<file path="src/rtl/instr_fetch_controller.sv">
// Instruction fetch controller for the multicycle core.
// Owns the architectural PC, issues one instruction-memory read per
// fetch_start, waits out a variable memory latency with a timeout, and
// hands the fetched word to the instruction register with a one-cycle
// load strobe. Misaligned fetch addresses and memory timeouts are
// reported as one-cycle fault pulses.
module instr_fetch_controller #(
    parameter logic [31:0] RESET_PC       = 32'h0000_0000,
    parameter int unsigned TIMEOUT_CYCLES = 16
) (
    input  logic        clk,
    input  logic        reset,
    input  logic        fetch_start,
    input  logic        pc_write,
    input  logic [31:0] pc_next,
    output logic        mem_req,
    output logic [31:0] mem_addr,
    input  logic        mem_ready,
    input  logic        mem_rvalid,
    input  logic [31:0] mem_rdata,
    output logic        ir_load,
    output logic [31:0] ir_data,
    output logic [31:0] pc,
    output logic [31:0] fetch_pc,
    output logic        busy,
    output logic        fetch_done,
    output logic        misalign_fault,
    output logic        timeout_fault
);

    localparam int unsigned CNT_W = $clog2(TIMEOUT_CYCLES + 1);
    localparam logic [CNT_W-1:0] CNT_LAST = CNT_W'(TIMEOUT_CYCLES - 1);

    typedef enum logic [1:0] {
        S_IDLE,
        S_REQ,
        S_WAIT,
        S_DONE
    } state_t;

    state_t state_q, state_d;

    logic [31:0]      pc_q, pc_d;
    logic [31:0]      addr_q, addr_d;
    logic [31:0]      fetch_pc_q, fetch_pc_d;
    logic [31:0]      ir_q, ir_d;
    logic [CNT_W-1:0] cnt_q, cnt_d;
    logic             misalign_q, misalign_d;
    logic             timeout_q, timeout_d;

    logic [31:0] start_addr;
    logic        start_aligned;
    logic        start_go;
    logic        start_bad;
    logic        accept;
    logic        rvalid_hit;
    logic        cnt_expired;

    // Fetch-start address selection and the qualified FSM events
    always_comb begin
        // A PC write in the same cycle as fetch_start redirects the fetch
        start_addr    = pc_write ? pc_next : pc_q;
        start_aligned = (start_addr[1:0] == 2'b00);
        start_go      = (state_q == S_IDLE) && fetch_start && start_aligned;
        start_bad     = (state_q == S_IDLE) && fetch_start && !start_aligned;
        accept        = (state_q == S_REQ) && mem_ready;
        rvalid_hit    = (state_q == S_WAIT) && mem_rvalid;
        cnt_expired   = (state_q == S_WAIT) && (cnt_q == CNT_LAST);
    end

    // FSM state register
    always_ff @(posedge clk or posedge reset) begin
        if (reset) begin
            state_q <= S_IDLE;
        end else begin
            state_q <= state_d;
        end
    end

    // FSM next-state logic
    always_comb begin
        state_d = state_q;
        case (state_q)
            S_IDLE: begin
                if (start_go) begin
                    state_d = S_REQ;
                end
            end
            S_REQ: begin
                if (accept) begin
                    state_d = S_WAIT;
                end
            end
            S_WAIT: begin
                // Data arriving on the last allowed cycle still completes
                if (rvalid_hit) begin
                    state_d = S_DONE;
                end else if (cnt_expired) begin
                    state_d = S_IDLE;
                end
            end
            S_DONE: begin
                state_d = S_IDLE;
            end
            default: begin
                state_d = S_IDLE;
            end
        endcase
    end

    // FSM outputs decoded from the current state
    always_comb begin
        mem_req    = 1'b0;
        ir_load    = 1'b0;
        fetch_done = 1'b0;
        busy       = 1'b0;
        case (state_q)
            S_IDLE: begin
                busy = 1'b0;
            end
            S_REQ: begin
                mem_req = 1'b1;
                busy    = 1'b1;
            end
            S_WAIT: begin
                busy = 1'b1;
            end
            S_DONE: begin
                ir_load    = 1'b1;
                fetch_done = 1'b1;
                busy       = 1'b1;
            end
            default: begin
                busy = 1'b0;
            end
        endcase
    end

    // Datapath next-state: PC, latched fetch address, IR word, timeout counter, fault pulses
    always_comb begin
        pc_d       = pc_q;
        addr_d     = addr_q;
        fetch_pc_d = fetch_pc_q;
        ir_d       = ir_q;
        cnt_d      = cnt_q;
        misalign_d = start_bad;
        timeout_d  = cnt_expired && !mem_rvalid;

        // PC writes are honoured in every state; an in-flight fetch keeps its own copy
        if (pc_write) begin
            pc_d = pc_next;
        end

        if (start_go) begin
            addr_d     = start_addr;
            fetch_pc_d = start_addr;
        end

        if (accept) begin
            cnt_d = '0;
        end else if (state_q == S_WAIT) begin
            cnt_d = cnt_q + CNT_W'(1);
        end

        if (rvalid_hit) begin
            ir_d = mem_rdata;
        end
    end

    // Datapath registers
    always_ff @(posedge clk or posedge reset) begin
        if (reset) begin
            pc_q       <= RESET_PC;
            addr_q     <= '0;
            fetch_pc_q <= RESET_PC;
            ir_q       <= '0;
            cnt_q      <= '0;
            misalign_q <= 1'b0;
            timeout_q  <= 1'b0;
        end else begin
            pc_q       <= pc_d;
            addr_q     <= addr_d;
            fetch_pc_q <= fetch_pc_d;
            ir_q       <= ir_d;
            cnt_q      <= cnt_d;
            misalign_q <= misalign_d;
            timeout_q  <= timeout_d;
        end
    end

    // Registered outputs
    always_comb begin
        pc             = pc_q;
        mem_addr       = addr_q;
        fetch_pc       = fetch_pc_q;
        ir_data        = ir_q;
        misalign_fault = misalign_q;
        timeout_fault  = timeout_q;
    end

endmodule
</file>
<file path="config.mk">
export PLATFORM = sky130hd
export DESIGN_NAME = instr_fetch_controller
export DESIGN_NICKNAME = d
export VERILOG_FILES = /design/src/rtl/instr_fetch_controller.sv
export SDC_FILE = /design/constraint.sdc
export NUM_CORES = 1
export LEC_CHECK = 0
export CORE_UTILIZATION = 30
export DETAILED_ROUTE_END_ITERATION = 8
export DONT_BUFFER_PORTS = 1
export GPL_ROUTABILITY_DRIVEN = 0
export GPL_TIMING_DRIVEN = 0
export PLACE_DENSITY = 0.4
export SLEW_MARGIN = 40
export SYNTH_ARGS = -nofsm -noshare
export SYNTH_HDL_FRONTEND = slang
export SYNTH_SLANG_ARGS = --single-unit
</file>
<file path="constraint.sdc">
create_clock -name clk -period 4.7 [get_ports clk]
set_input_delay 1.175 -clock clk [delete_from_list [all_inputs] [get_ports clk]]
set_output_delay 1.175 -clock clk [all_outputs]
set_load 0.03 [all_outputs]
</file>
==> impl_metrics.json, run 1 <==
{
  "initial_core_util_pct": 31.2,
  "cp_cell_sequence": "inv_1 > nor2_1",
  "drive_gt1_share_pct": 52.1,
  "dieArea_sq_um": 15100,
  "ys_async_sr_fraction_pct": 100,
  "fin_ws_ps": 2110,
  "worstSetupStartpointType": "flip-flop",
  "port_buffers": 0,
  "dp.final_hpwl_microns": 6220,
  "cap_violations": 0,
  "tightest_slew_ps": 655,
  "post-cts-setup-buffers": 0,
  "nNetsFinal": 370,
  "synth_top_area_share_pct": 59.8,
  "die_width_microns": 123,
  "end_kind": "primary output",
  "yosysTopAreaCell": "dfrtp_1",
  "whs_ps": 533,
  "power.density_nw_per_um2": 808,
  "synthCells": 286,
  "io_pins": 204,
  "overflow": 0,
  "setup_violations": 0,
  "rows": 43,
  "vias": 2254,
  "finalCriticalPeriod_ps": 2590,
  "crit_fanout": 6,
  "cts-root-buf": "clkbuf_16",
  "fmax_ghz": 0.387,
  "cts.path.max_buffers": 2,
  "grt_pass1_vias": 2342,
  "cts_buffers": 9,
  "status": "completed",
  "crit_arrival_ps": 1410,
  "core_area_sq_um": 14100,
  "ir_drop_v": 0.000286,
  "syn-cell-area_sq_um": 4400,
  "synth-main-ff-cell": "dfrtp_1",
  "syn_to_final_growth_pct": 13.3,
  "syn-num-nets": 358,
  "grt_usage_pct": 11.8,
  "rsz0062_at_grt": "false",
  "antenna_found_initial": 0,
  "maxSlewViolCount": 0,
  "yosys-top-cells-area": "dfrtp_1 (60%), mux2_2 (17%), mux2_4 (9.2%), buf_4 (6.5%), buf_6 (1.3%)",
  "drt_pass1_iterations": 4,
  "period_share_pct": 55.0,
  "grt_max_degree": 62,
  "drt_iter0_markers": 69,
  "synthDistinctLibCells": 26,
  "drc": 0,
  "cp.required_ps": 3520,
  "dieHeight_microns": 123,
  "clk_pin_slew_ps": 70,
  "power.leakage_uw": 0.00224,
  "hold_violations": 0,
  "cp_num_buf_inv": 1,
  "ant_nets": 0,
  "antenna-diode-count": 0,
  "wl_per_cell_microns": 18.2,
  "synth_commonest_cells": "dfrtp_1 (105), mux2_2 (67), buf_4 (38), mux2_4 (27), inv_1 (6)",
  "synth_most_common_cell": "dfrtp_1",
  "path_delay_family": "simple AND/OR/NAND/NOR gates",
  "hold_path_class": "flip-flop to flip-flop",
  "cts_tree": "yes",
  "routed_wirelength_microns": 8780,
  "ys_ff_latch": 105,
  "place_ws_ps": 2180,
  "h-tree-depth": 3,
  "worstSetupPathType": "flip-flop to primary output",
  "slowest_stage": "nor2_1",
  "cts_resized": 0,
  "syn_area_per_cell_sq_um": 15.4,
  "cts_sinks": 105,
  "clock_skew_ps": 6.74,
  "slowest_delay_ps": 520,
  "synth_warnings": 0,
  "synth-edff-count": 0,
  "hold_buffers": 0,
  "synth_seq_area_share_pct": 59.8,
  "clk_latency_ps": 340,
  "grt_pass1_wl_microns": 13100,
  "total_power_uw": 4020,
  "slew_headroom_pct": 56.2,
  "viasPerCell": 4.67
}
==> layout by cell type (no fill, tap or decap), types with 2 or more instances in the layout <==
cell type,Yosys,routed
nor2_1,5,5
clkbuf_16,0,9
ha_1,2,2
clkbuf_1,0,2
nor2b_1,3,3
nand2_1,2,2
mux2_4,27,27
a21oi_1,5,5
buf_4,38,38
mux2_2,67,67
buf_6,5,5
buf_2,3,3
dfrtp_1,105,105
and3_1,2,2
bufinv_16,0,2
nor3_1,3,3
inv_1,6,5
o21ai_0,2,2
==> power breakdown <==
part           switching (uW)  total (uW)  internal (uW)
sequential                886        2110           1220
clock                     326         809            483
combinational             555        1110            553
==> per-layer routing <==
metal  GRT usage [%]  wire (microns)  share of wire [%]  vias to the layer above
met1            13.5            3430                 39                     1151
met4            3.61              90                1.0                        0
met2            18.1            4150                 47                      126
met5               0               0                  0                        -
met3            7.52            1100                 13                        6
li1                -               -                  -                      971
==> state kept, by name, indices dropped and copies added (netlist names) <==
register / cells
fetch_pc: 32
ir_data: 32
pc: 32
cnt_q: 5
misalign_fault: 1
timeout_fault: 1
state_q: 2
==> stage by stage <==
| step | instance area (sq um) | std cells | util, % | TNS, ps |
|---|---|---|---|---|
| final | 4980 | 483 | 35.3 | 0 |
| after CTS | 4980 | 483 | 35.3 | 0 |
| after detailed placement | 4660 | 467 | 33.0 | 0 |
| after global routing | 4980 | 483 | 35.3 | 0 |
| after global placement | 4620 | 466 | 32.8 | -56950 |
| after floorplan | 4400 | 286 | - | 0 |
==> worst paths after layout <==
kind | startpoint | end | slack, ps | cells after the start
max | state_q[0] | mem_req | 2110 | 2
min | cnt_q[3] | cnt_q[3] | 530 | 1
max reg2reg | pc[1] | fetch_pc[11] | 2920 | 5
min reg2reg | cnt_q[3] | cnt_q[3] | 530 | 1
max in group asynchronous | reset | pc[25] | 3430 | 2
min in group asynchronous | reset | ir_data[21] | 660 | 1
==> kinds of logic after synthesis <==
family          share of synthesized area, %
compound gates                          1.65
buf+inv                                 8.62
mux                                     26.6
simple gates                            2.59
flops                                   59.8
xor+xnor                               0.199
fa+ha+maj                              0.569
==> layout make-up <==
cell class | instances | area [sq um]
timing repair buffer | 1 | 27.5
sequential | 105 | 2630
fill | 1390 | 9120
tap | 180 | 225
buffer | 46 | 357
multi-input combinational | 129 | 1390
inverter | 6 | 30.0
clock buffer | 12 | 246
clock inverter | 4 | 76.3
No activity file was read; power rests on OpenSTA's default activity.
==> inputs of run 2 (changes only) <==
- PLACE_DENSITY: 0.4 -> 0.41
- clock period: 4.7 -> 2.2 ns (I/O delays scaled with it)
==> run 2 against run 1 <==
  * Die area stayed put
  * Register-to-register slack got worse by 2500 ps
  * Via count decreased by 1.6%
  * Largest cell class unchanged
  * Worst setup slack worse by 1900 ps
  * Global-route usage down 0.054 points
  * Sequential power increased by 110%
  * Flip-flop and latch count unchanged
  * Wire length about the same
  * Combinational power is 120% higher
  * Non-clock buffer count grew 4
  * Largest power group unchanged
  * Critical path depth grew 1
  * Highest routed layer unchanged
  * Critical endpoint is now ir_load
==> impl_metrics.json, run 2 (synthesis results as in run 1) <==
{
  "grt_max_degree": 26,
  "post-place-cells": 471,
  "antenna-diode-count": 0,
  "antenna_found_initial": 0,
  "drc": 0,
  "grt_usage_pct": 11.8,
  "power.leakage_uw": 0.00228,
  "rsz0062_at_grt": "false",
  "nNetsFinal": 374,
  "die_width_microns": 123,
  "hold_buffers": 0,
  "ant_nets": 0,
  "rows": 43,
  "clk_pin_slew_ps": 70,
  "fmax_ghz": 0.516,
  "drt_pass1_iterations": 4,
  "dp.final_hpwl_microns": 6510,
  "place_ws_ps": 315,
  "cts_resized": 0,
  "ir_drop_v": 0.000860,
  "layoutNonFillerInstCount": 487,
  "final_cell_mix": "dfrtp_1 (105), mux2_2 (67), buf_4 (38)",
  "seq_area_sq_um": 2630,
  "slew_headroom_pct": 57.7,
  "io_pins": 204,
  "whs_ps": 44.1,
  "grt_pass1_vias": 2337,
  "hold_path_class": "input port to async pin",
  "vias": 2217,
  "syn_to_final_growth_pct": 15.0,
  "routed_wirelength_microns": 8770,
  "fin_ws_ps": 262,
  "dieArea_sq_um": 15100,
  "cts-root-buf": "clkbuf_16",
  "h-tree-depth": 3,
  "initial_core_util_pct": 31.2,
  "overflow": 0,
  "reg2reg_from": "pc[1]",
  "power.density_nw_per_um2": 1690,
  "setup_violations": 0,
  "cap_violations": 0,
  "wl_per_cell_microns": 18.0,
  "cts_tree": "yes",
  "post-cts-setup-buffers": 0,
  "status": "completed",
  "drive_gt1_share_pct": 52.8,
  "worstSetupPathType": "flip-flop to primary output",
  "worstReg2RegEnd": "fetch_pc[11]",
  "maxSlewViolCount": 0,
  "nFillCells": 1382,
  "crit_fanout": 10,
  "dieHeight_microns": 123,
  "r2r_slack_ps": 460,
  "final_util_pct": 35.9,
  "finalCriticalPeriod_ps": 1940,
  "cp.required_ps": 1650,
  "cts.path.max_buffers": 2,
  "port_buffers": 0,
  "hold_violations": 0,
  "tightest_slew_ps": 633,
  "multi_input_area_sq_um": 1390,
  "cts_sinks": 105,
  "core_area_sq_um": 14100,
  "crit_arrival_ps": 1390,
  "clock_skew_ps": 7.07,
  "drt_iter0_markers": 70,
  "worstSetupStartpointType": "flip-flop",
  "grt_pass1_wl_microns": 12900,
  "period_share_pct": 88.1,
  "final_common_cell": "dfrtp_1",
  "cts_buffers": 9,
  "viasPerCell": 4.55,
  "clk_latency_ps": 340,
  "worst_r2r_path_depth": 5,
  "end_kind": "primary output"
}
## run 2: cell count changes in the layout (fill, tap and decap cells not counted), sizes merged
cell,before,now
bufinv,2,1
buf,47,51
clkbuf,12,14
inv,6,5
## run 2: area by class of cell
cell class | instances | area share (%)
Buffer | 46 | 7.05
Clock inverter | 2 | 0.693
Timing Repair Buffer | 5 | 2.42
Sequential cell | 105 | 52.0
Tap cell | 180 | 4.45
Clock buffer | 14 | 5.42
Multi-Input combinational cell | 129 | 27.5
Inverter | 6 | 0.520
## run 2: where the power goes
group / internal (uW) / switching (uW) / total, uW / leakage, uW
Combinational: 1200 / 1190 / 2390 / 0.000870
Clock: 975 / 680 / 1660 / 0.000153
Sequential: 2610 / 1880 / 4490 / 0.00126
## run 2: per-stage QoR
step,instance area (sq um),power (uW),setup TNS (ps)
4_1_cts,5060,8670,0
5_1_grt,5060,8970,0
6_report,5060,8540,0
3_3_place_gp,4630,6920,-28110
3_5_place_dp,4750,6970,0
2_1_floorplan,4400,6550,0
## run 2: worst max path at each step
stage               start            to  depth (start not counted)
3_5_place_dp     pc_write  fetch_pc[10]                          6
6_report       state_q[1]       ir_load                          3
2_1_floorplan       reset      cnt_q[0]                          1
5_1_grt        state_q[0]       mem_req                          2
4_1_cts        state_q[1]       ir_load                          3
3_3_place_gp        reset  fetch_pc[21]                          1
## run 2: worst max-delay path: stages, from the launching register on
cell	delay, ps
dfrtp_1	320
buf_4	150
and2_1	340
buf_4	230
## run 2: metal layers
metal | share of wire (%) | vias to the layer above | GRT usage, % | wire length [microns]
met3 | 7.6 | 9 | 4.75 | 669
li1 | - | 975 | - | -
met4 | 1.8 | 0 | 5.65 | 157
met5 | 0 | - | 0 | 0
met2 | 51 | 107 | 19.7 | 4480
met1 | 40 | 1126 | 12.9 | 3470
